**src/rtl/shift_seq_pkg.sv**
```systemverilog
// Shared types and constants for the iterative shift sequencer.
// Arithmetic right shift support is enabled by defining SHIFT_SEQ_ARITH_EN.
package shift_seq_pkg;

    localparam int unsigned N_DEFAULT   = 8;
    localparam int unsigned SHW_DEFAULT = 3;

    typedef enum logic [1:0] {
        ST_IDLE  = 2'd0,
        ST_SHIFT = 2'd1,
        ST_DONE  = 2'd2
    } state_t;

    localparam logic DIR_LEFT  = 1'b0;
    localparam logic DIR_RIGHT = 1'b1;

    // Bit shifted into the vacated position: sign bit only for arithmetic right shifts.
    function automatic logic fill_bit(input logic dir, input logic arith, input logic msb);
        return ((dir == DIR_RIGHT) && arith) ? msb : 1'b0;
    endfunction

endpackage

```
**src/rtl/mux2x1.sv**
```systemverilog
// Library 2:1 multiplexer cell: y = sel ? in1 : in0.
module mux2x1 (
    input  logic in0,
    input  logic in1,
    input  logic sel,
    output logic y
);

    assign y = sel ? in1 : in0;

endmodule

```
**src/rtl/shift_seq_shift1_lr.sv**
```systemverilog
// One-position left/right shift stage, one mux2x1 per bit.
// The vacated bit (LSB on left shift, MSB on right shift) takes the fill input.
module shift1_lr #(
    parameter int unsigned N = 8
) (
    input  logic [N-1:0] data,
    input  logic         dir,
    input  logic         fill,
    output logic [N-1:0] q
);

    for (genvar i = 0; i < N; i++) begin : g_bit
        logic lsrc;
        logic rsrc;

        if (i == 0) begin : g_lsb
            assign lsrc = fill;
        end else begin : g_lmid
            assign lsrc = data[i-1];
        end

        if (i == N - 1) begin : g_msb
            assign rsrc = fill;
        end else begin : g_rmid
            assign rsrc = data[i+1];
        end

        // dir=0 selects the left-shift source, dir=1 the right-shift source
        mux2x1 u_mux (
            .in0 (lsrc),
            .in1 (rsrc),
            .sel (dir),
            .y   (q[i])
        );
    end

endmodule

```
**src/rtl/shift_sequencer.sv**
```systemverilog
// Multi-cycle variable-amount shifter: one single-bit shift per cycle, then a done pulse.
// Define SHIFT_SEQ_ARITH_EN to add the arith port (arithmetic right shifts).
module shift_sequencer
    import shift_seq_pkg::*;
#(
    parameter int unsigned N   = N_DEFAULT,
    parameter int unsigned SHW = SHW_DEFAULT
) (
    input  logic           clk,
    input  logic           rst,
    input  logic           start,
    input  logic [N-1:0]   din,
    input  logic [SHW-1:0] shamt,
    input  logic           dir,
`ifdef SHIFT_SEQ_ARITH_EN
    input  logic           arith,
`endif
    output logic           busy,
    output logic           done,
    output logic [N-1:0]   dout
);

    state_t         state, state_next;
    logic [N-1:0]   work, work_next;
    logic [SHW-1:0] count, count_next;
    logic           dir_q, dir_next;
    logic           arith_q, arith_next;
    logic           busy_next;
    logic           done_next;
    logic [N-1:0]   dout_next;
    logic           fill_c;
    logic [N-1:0]   shifted_c;

`ifdef SHIFT_SEQ_ARITH_EN
    logic arith_in_c;
    assign arith_in_c = arith;
`else
    logic arith_in_c;
    assign arith_in_c = 1'b0;
`endif

    assign fill_c = fill_bit(dir_q, arith_q, work[N-1]);

    shift1_lr #(
        .N (N)
    ) u_shift1 (
        .data (work),
        .dir  (dir_q),
        .fill (fill_c),
        .q    (shifted_c)
    );

    // State, operand and output registers
    always_ff @(posedge clk or posedge rst) begin
        if (rst) begin
            state   <= ST_IDLE;
            work    <= '0;
            count   <= '0;
            dir_q   <= DIR_LEFT;
            arith_q <= 1'b0;
            busy    <= 1'b0;
            done    <= 1'b0;
            dout    <= '0;
        end else begin
            state   <= state_next;
            work    <= work_next;
            count   <= count_next;
            dir_q   <= dir_next;
            arith_q <= arith_next;
            busy    <= busy_next;
            done    <= done_next;
            dout    <= dout_next;
        end
    end

    // Next-state and registered-output decode; busy/done/dout reflect the state being entered
    always_comb begin
        state_next = state;
        work_next  = work;
        count_next = count;
        dir_next   = dir_q;
        arith_next = arith_q;
        busy_next  = 1'b0;
        done_next  = 1'b0;
        dout_next  = dout;

        case (state)
            ST_IDLE: begin
                if (start) begin
                    work_next  = din;
                    count_next = shamt;
                    dir_next   = dir;
                    arith_next = arith_in_c;
                    busy_next  = 1'b1;
                    if (shamt != '0) begin
                        state_next = ST_SHIFT;
                    end else begin
                        state_next = ST_DONE;
                        done_next  = 1'b1;
                        dout_next  = din;
                    end
                end
            end

            ST_SHIFT: begin
                work_next  = shifted_c;
                count_next = count - SHW'(1);
                busy_next  = 1'b1;
                if (count == SHW'(1)) begin
                    state_next = ST_DONE;
                    done_next  = 1'b1;
                    dout_next  = shifted_c;
                end
            end

            ST_DONE: begin
                state_next = ST_IDLE;
            end

            default: begin
                state_next = ST_IDLE;
            end
        endcase
    end

endmodule

```
**config.mk**
```make
export PLATFORM = sky130hd
export DESIGN_NAME = shift_sequencer
export DESIGN_NICKNAME = d
export VERILOG_FILES = /design/src/rtl/shift_seq_pkg.sv /design/src/rtl/mux2x1.sv /design/src/rtl/shift_seq_shift1_lr.sv /design/src/rtl/shift_sequencer.sv
export SDC_FILE = /design/constraint.sdc
export NUM_CORES = 1
export LEC_CHECK = 0
export CORE_MARGIN = 2
export CORE_UTILIZATION = 56
export CTS_BUF_LIST = sky130_fd_sc_hd__clkbuf_4 sky130_fd_sc_hd__clkbuf_8
export CTS_CLUSTER_SIZE = 8
export DETAILED_ROUTE_END_ITERATION = 7
export PLACE_DENSITY = 0.86
export SYNTH_ARGS = -nofsm -noshare
export SYNTH_HDL_FRONTEND = slang
export SYNTH_SLANG_ARGS = --single-unit
export TNS_END_PERCENT = 5
```
**constraint.sdc**
```tcl
create_clock -name clk -period 2.8 [get_ports clk]
set_input_delay 0.28 -clock clk [delete_from_list [all_inputs] [get_ports clk]]
set_output_delay 0.28 -clock clk [all_outputs]
set_load 0.03 [all_outputs]
```
==> flow_summary_export.csv, run 1 <==
group,metric,value,unit
run_status,run_status,"finished clean",
clock_tree,cts.clk_slew.worst_paths,130,ps
timing,setup-violations-final,0,
die,dieHeight,50.4,um
pwr,fin_total_pwr,1.83,mW
setup_path,startpoint,"state[0]$_DFFE_PP0P_",
die,pin_count,25,
clock_tree,cts_root_buffer,"clkbuf_4",
setup_path,regToRegSetupSlack,950,ps
yosys,yosysSeqAreaShare,49.9,%
yosys,synth_top_area_share,49.9,%
clock_tree,ctsHoldBuffers,0,
clock_tree,cts_resized,0,
timing,max_freq,541,MHz
drt,route.detailed.drc,0,
yosys,yosysMostFrequentCell,"dfrtp_1",
setup_path,cp_max_fo,10,
pwr,p_leak,0.708,nW
die,core_area,0.00200,mm^2
flow_run,drv_cap,0,
setup_path,path_class,"flop to flop",
global_routing,overflow,0,
drt,vias,793,
yosys,synth_nets,114,
global_routing,grt_usage,19.2,%
timing,hold_viol,0,
timing,slew_violations,0,
yosys,avgSynthCellArea,12.4,um^2
layout,finish.utilization,75.5,%
yosys,syn_area,0.00120,mm^2
layout,drive_gt1_share,25.4,%
yosys,synth-seq-cells,24,
setup_path,cp-endpoint,"dout[5]$_DFFE_PP0P_",
layout,final_area,0.00151,mm^2
die,dieWidth,50.4,um
setup_path,crit_arrival,2050,ps
global_routing,antenna_found_initial,0,
hold_path,hp-class,"input port to asynchronous set/reset pin",
layout,final_nets,140,
setup_path,critPathLaunchType,"flop",
global_routing,grtUsageMet3,3.87,%
yosys,synth_warnings,0,
clock_tree,cts_tree,"built",
clock_tree,insertion_delay,320,ps
global_routing,grt_pass1_wl,3710,um
timing,rsz0062_at_grt,"no",
drt,vias_per_cell,5.32,
die,initial_core_util,60.1,%
yosys,synth_edf_count,0,
global_routing,busiest_layer,"met2",
timing,relSlewSlack,40.7,%
setup_path,r2r-end,"dout[5]$_DFFE_PP0P_",
setup_path,worstPathRequired,3010,ps
timing,tns,0,ps
clock_tree,clock_tree.buffer_depth,2,
placement,place_area,0.00146,mm^2
layout,stdcell_count,149,
timing,worst_clock_skew,12.1,ps
pwr,ir_drop,0.781,mV
drt,drt_first_pass_iters,4,
timing,fin_ws,953,ps
clock_tree,cts_num_sinks,24,
global_routing,grtUsageMet2,32.9,%
pwr,powerDensity,1210,mW/mm^2
drt,wl_per_cell,14.3,um
global_routing,grt_max_degree,25,
clock_tree,h-tree-depth,1,
setup_path,r2r_cells,4,
setup_path,r2r_start,"state[0]$_DFFE_PP0P_",
placement,gp_congestion,0.772,
yosys,netlist-cell-type-count,26,
timing,finalCritPeriodShare,66.0,%
layout,syn_to_final_growth,25.6,%
placement,dp_cells,145,
yosys,ys_top_cells_by_count,"dfrtp_1 (24), mux2_2 (17), inv_1 (9)",
layout,antenna_cells,0,
setup_path,worstSetupEndpointType,"flop",
yosys,yosys.area.top_type,"dfrtp_1",
placement,pre_cts_slack,668,ps
timing,min_period,1850,ps
yosys,yosys-top-cells-area,"dfrtp_1 (50%), mux2_2 (16%), mux2_4 (7.5%)",
global_routing,grt_pass1_vias,865,
drt,ant_nets,0,
clock_tree,cts_setup_buffers,0,
die,placementRows,16,
placement,place_hpwl,1550,um
drt,drtIter0Drc,15,
yosys,syn_inst,97,
placement,portBuffers,24,
global_routing,grt_use_met1,24.7,%
timing,hold_slack,435,ps
timing,worst_slew_pin_slew,888,ps
clock_tree,cts_buffers,3,
drt,wl,2130,um
yosys,synth-main-ff-cell,"dfrtp_1",
die,die_area,0.00254,mm^2
yosys,async_reset_ff_share,100,%
-- cell usage in the layout, fill, tap and decap left out --
master           instances
mux2_1                   1
mux2_2                  17
o21ai_0                  3
nand2_1                  4
clkbuf_4                 3
o22ai_1                  2
nor2b_1                  1
a22o_1                   1
nor2_1                   2
mux2i_1                  4
o32a_1                   1
o21bai_1                 1
nand2b_1                 2
dfrtp_1                 24
clkdlybuf4s50_1         24
nor4bb_1                 1
buf_4                    1
or3_4                    1
a21oi_1                  6
nand3_1                  1
inv_1                    9
mux2_4                   6
o32ai_1                  1
ha_1                     2
nand3b_1                 1
nand2b_4                 1
bufinv_16                1
inv_2                    1
-- metal layers --
layer / vias to the layer above / routed length (um) / part of all wire [%]
met2: 16 / 1030 / 48
met5: - / 0 / 0
met1: 384 / 1010 / 47
li1: 391 / - / -
met3: 2 / 78 / 3.7
met4: 0 / 13 / 0.61
-- worst min-delay path by stage --
stage / depth (start not counted) / slack [ps] / to
4_1_cts: 2 / 470 / dir_q$_DFFE_PP0P_
5_1_grt: 2 / 530 / dir_q$_DFFE_PP0P_
3_5_place_dp: 2 / 480 / work[7]$_DFFE_PP0P_
3_3_place_gp: 2 / 480 / work[7]$_DFFE_PP0P_
6_report: 2 / 430 / dout[1]$_DFFE_PP0P_
2_1_floorplan: 1 / 290 / busy$_DFF_PP0_
-- logic make-up after synthesis --
family                   synth area share, %
multiplexers                            27.7
buffers and inverters                   5.30
adder cells (fa/ha/maj)                 2.08
AND/OR/NAND/NOR                         7.38
AO/OA/AOI/OAI                           7.69
flip-flops                              49.9
-- power breakdown --
part | internal [mW] | leakage [nW] | switching (mW)
combinational | 0.509 | 0.394 | 0.416
sequential | 0.516 | 0.286 | 0.142
clock | 0.145 | 0.0279 | 0.102
-- state kept, by name (all words and copies together), names as in the netlist --
name	flops
done	1
busy	1
dout	8
work	8
state	2
dir_q	1
count	3
-- worst max-delay path, stage by stage, from the launching register on --
cell and delay [ps]:
dfrtp_1 520, nor2b_1 370, buf_4 220, mux2_2 340, mux2_4 270
-- final cells by class --
class / instances / area (um^2)
clock inverters: 1 / 30.0
inverters: 10 / 37.5
well taps: 27 / 33.8
clock buffers: 3 / 22.5
fillers: 138 / 490
multi-input cells: 59 / 539
repair buffers: 25 / 248
flip-flops and latches: 24 / 601
Power figures use the tool's default switching activity.
==> run 2: changes to the inputs <==
Settings changed: CORE_UTILIZATION 56 to 47, PLACE_DENSITY 0.86 to 0.77.
Clock period 2.8 ns to 1.6 ns, I/O delays scaled along.
==> flow_summary_export.csv, run 2 (synthesized netlist as in run 1, its figures left out) <==
group,metric,value,unit
global_routing,grt_pass1_vias,868,
global_routing,grt_max_degree,25,
clock_tree,cts.clk_slew.worst_paths,120,ps
die,initial_core_util,49.0,%
timing,hold_viol,0,
pwr,internal_power,2.07,mW
die,placementRows,18,
placement,place_hpwl,1840,um
die,dieWidth,54.6,um
die,die_area,0.00298,mm^2
global_routing,grt_pass1_wl,3950,um
die,dieHeight,54.6,um
flow_run,drv_cap,0,
drt,drtIter0Drc,9,
pwr,p_sw_share,37.1,%
pwr,combPwrFrac,55.7,%
drt,wl,2450,um
clock_tree,clock_tree.buffer_depth,2,
layout,syn_to_final_growth,34.1,%
pwr,fin_total_pwr,3.28,mW
drt,vias,869,
setup_path,r2r_cells,3,
setup_path,worst-path-buf-inv,2,
layout,final_area,0.00161,mm^2
setup_path,r2r_start,"dir_q$_DFFE_PP0P_",
pwr,ir_drop,1.21,mV
timing,finalCritPeriodShare,98.8,%
setup_path,cp-endpoint,"dout[0]$_DFFE_PP0P_",
clock_tree,cts_buffers,3,
drt,vias_per_cell,5.27,
layout,drive_gt1_share,34.8,%
timing,relSlewSlack,78.1,%
setup_path,regToRegSetupSlack,80,ps
timing,slew_violations,0,
layout,antenna_cells,0,
pwr,power_switching,1.22,mW
setup_path,crit_arrival,1790,ps
drt,drt_first_pass_iters,4,
global_routing,antenna_found_initial,0,
setup_path,cp_top_family,"buffers and inverters",
placement,gp_congestion,0.730,
clock_tree,cts_tree,"built",
layout,fill_cells,201,
setup_path,startpoint,"shamt[0]",
drt,ant_nets,0,
timing,min_period,1580,ps
setup_path,crit_chain,"clkdlybuf4s50_1 > or3_4 > o32a_1 > buf_6 > mux2_4",
run_status,run_status,"finished clean",
timing,worst_clock_skew,1.41,ps
pwr,p_leak,0.784,nW
global_routing,overflow,0,
die,core_area,0.00245,mm^2
setup_path,critPathLaunchType,"input port",
layout,multi_input_area,542,um^2
pwr,powerDensity,2030,mW/mm^2
setup_path,cpMaxStageDelayCell,"clkdlybuf4s50_1",
layout,regArea,603,um^2
global_routing,grt_usage,19.1,%
setup_path,r2r-end,"dout[4]$_DFFE_PP0P_",
drt,wl_per_cell,14.8,um
layout,top_regs,"dout (8), work (8), count (3)",
drt,route.detailed.drc,0,
clock_tree,insertion_delay,310,ps
pwr,seqPwrFrac,34.8,%
layout,final_nets,153,
setup_path,worstPathRequired,1810,ps
die,pin_count,25,
setup_path,cp_max_fo,4,
pwr,clkPwrFrac,9.5,%
timing,setup-violations-final,0,
setup_path,path_class,"input port to flop",
clock_tree,h-tree-depth,1,
setup_path,max_stage_delay,420,ps
clock_tree,cts_root_buffer,"clkbuf_4",
clock_tree,cts_num_sinks,24,
timing,max_freq,632,MHz
placement,place_area,0.00155,mm^2
hold_path,hp-class,"input port to asynchronous set/reset pin",
layout,layout_common_cells,"dfrtp_1 (22), clkdlybuf4s50_1 (22), mux2_2 (17)",
setup_path,worst-path-stages,5,
setup_path,worstSetupEndpointType,"flop",
timing,worst_slew_pin_slew,328,ps
placement,portBuffers,24,
run 2: changes by cell type in the layout (fill, tap and decap cells not counted), moves of 2 or more:
| cell | before | now |
|---|---|---|
| buf_4 | 1 | 12 |
| buf_6 | 0 | 2 |
| clkdlybuf4s50_1 | 24 | 22 |
| dfrtp_1 | 24 | 22 |
| dfrtp_2 | 0 | 2 |
| dlymetal6s2s_1 | 0 | 2 |
run 2: power groups by stage:
stage	Sequential (mW)	Clock (mW)	Combinational [mW]
after floorplan	1.29	0	1.04
after global placement	1.14	0	1.77
after detailed placement	1.14	0	1.82
after CTS	1.14	0.322	1.82
after global routing	1.18	0.350	1.98
final	1.14	0.313	1.83
run 2: worst min path at each step:
stage	from	end	cells past startpoint
floorplan	rst	busy$_DFF_PP0_	1
global placement	work[7]$_DFFE_PP0P_	work[7]$_DFFE_PP0P_	2
detailed placement	work[0]$_DFFE_PP0P_	work[0]$_DFFE_PP0P_	1
CTS	rst	state[0]$_DFFE_PP0P_	3
global route	rst	dout[4]$_DFFE_PP0P_	3
finish	rst	busy$_DFF_PP0_	3
run 2: tightest hold or removal path: stages:
cell             delay [ps]
clkdlybuf4s50_1         390
inv_1                    50
buf_4                   280
run 2: what timing repair did:
action,4_1_cts,5_1_grt
setup endpoints to repair,2,11
hold endpoints to repair,0,0
pin swaps,0,1
hold buffers,0,0
gates cloned,0,0
gates resized for setup,1,6
setup buffers,0,1
run 2: area by class of cell:
type | count | share of cell area (%)
multi-input combinational | 59 | 33.6
clock buffer | 4 | 2.25
timing repair buffer | 38 | 22.2
inverter | 10 | 2.33
sequential | 24 | 37.4
tap | 30 | 2.33
run 2: metal layers:
metal	wire [um]	GRT usage, %	share of wire [%]	vias up
li1	-	-	-	413
met1	1140	24.6	47	435
met2	1190	31.0	49	17
met3	76	3.83	3.1	4
met4	40	8.75	1.6	0
met5	0	0	0	-
run 2: stage by stage:
step                      std cells  setup WS [ps]  utilization, %  setup TNS [ps]  hold slack [ps]
final                           165           18.9            65.7               0              171
after global routing            165          -2.23            65.7           -2.23              195
after CTS                       164           13.8            64.8               0              181
after detailed placement        160           -301            63.3           -2400              498
after global placement          160           -268            63.3           -2130              470
after floorplan                  97           99.1               -               0              175
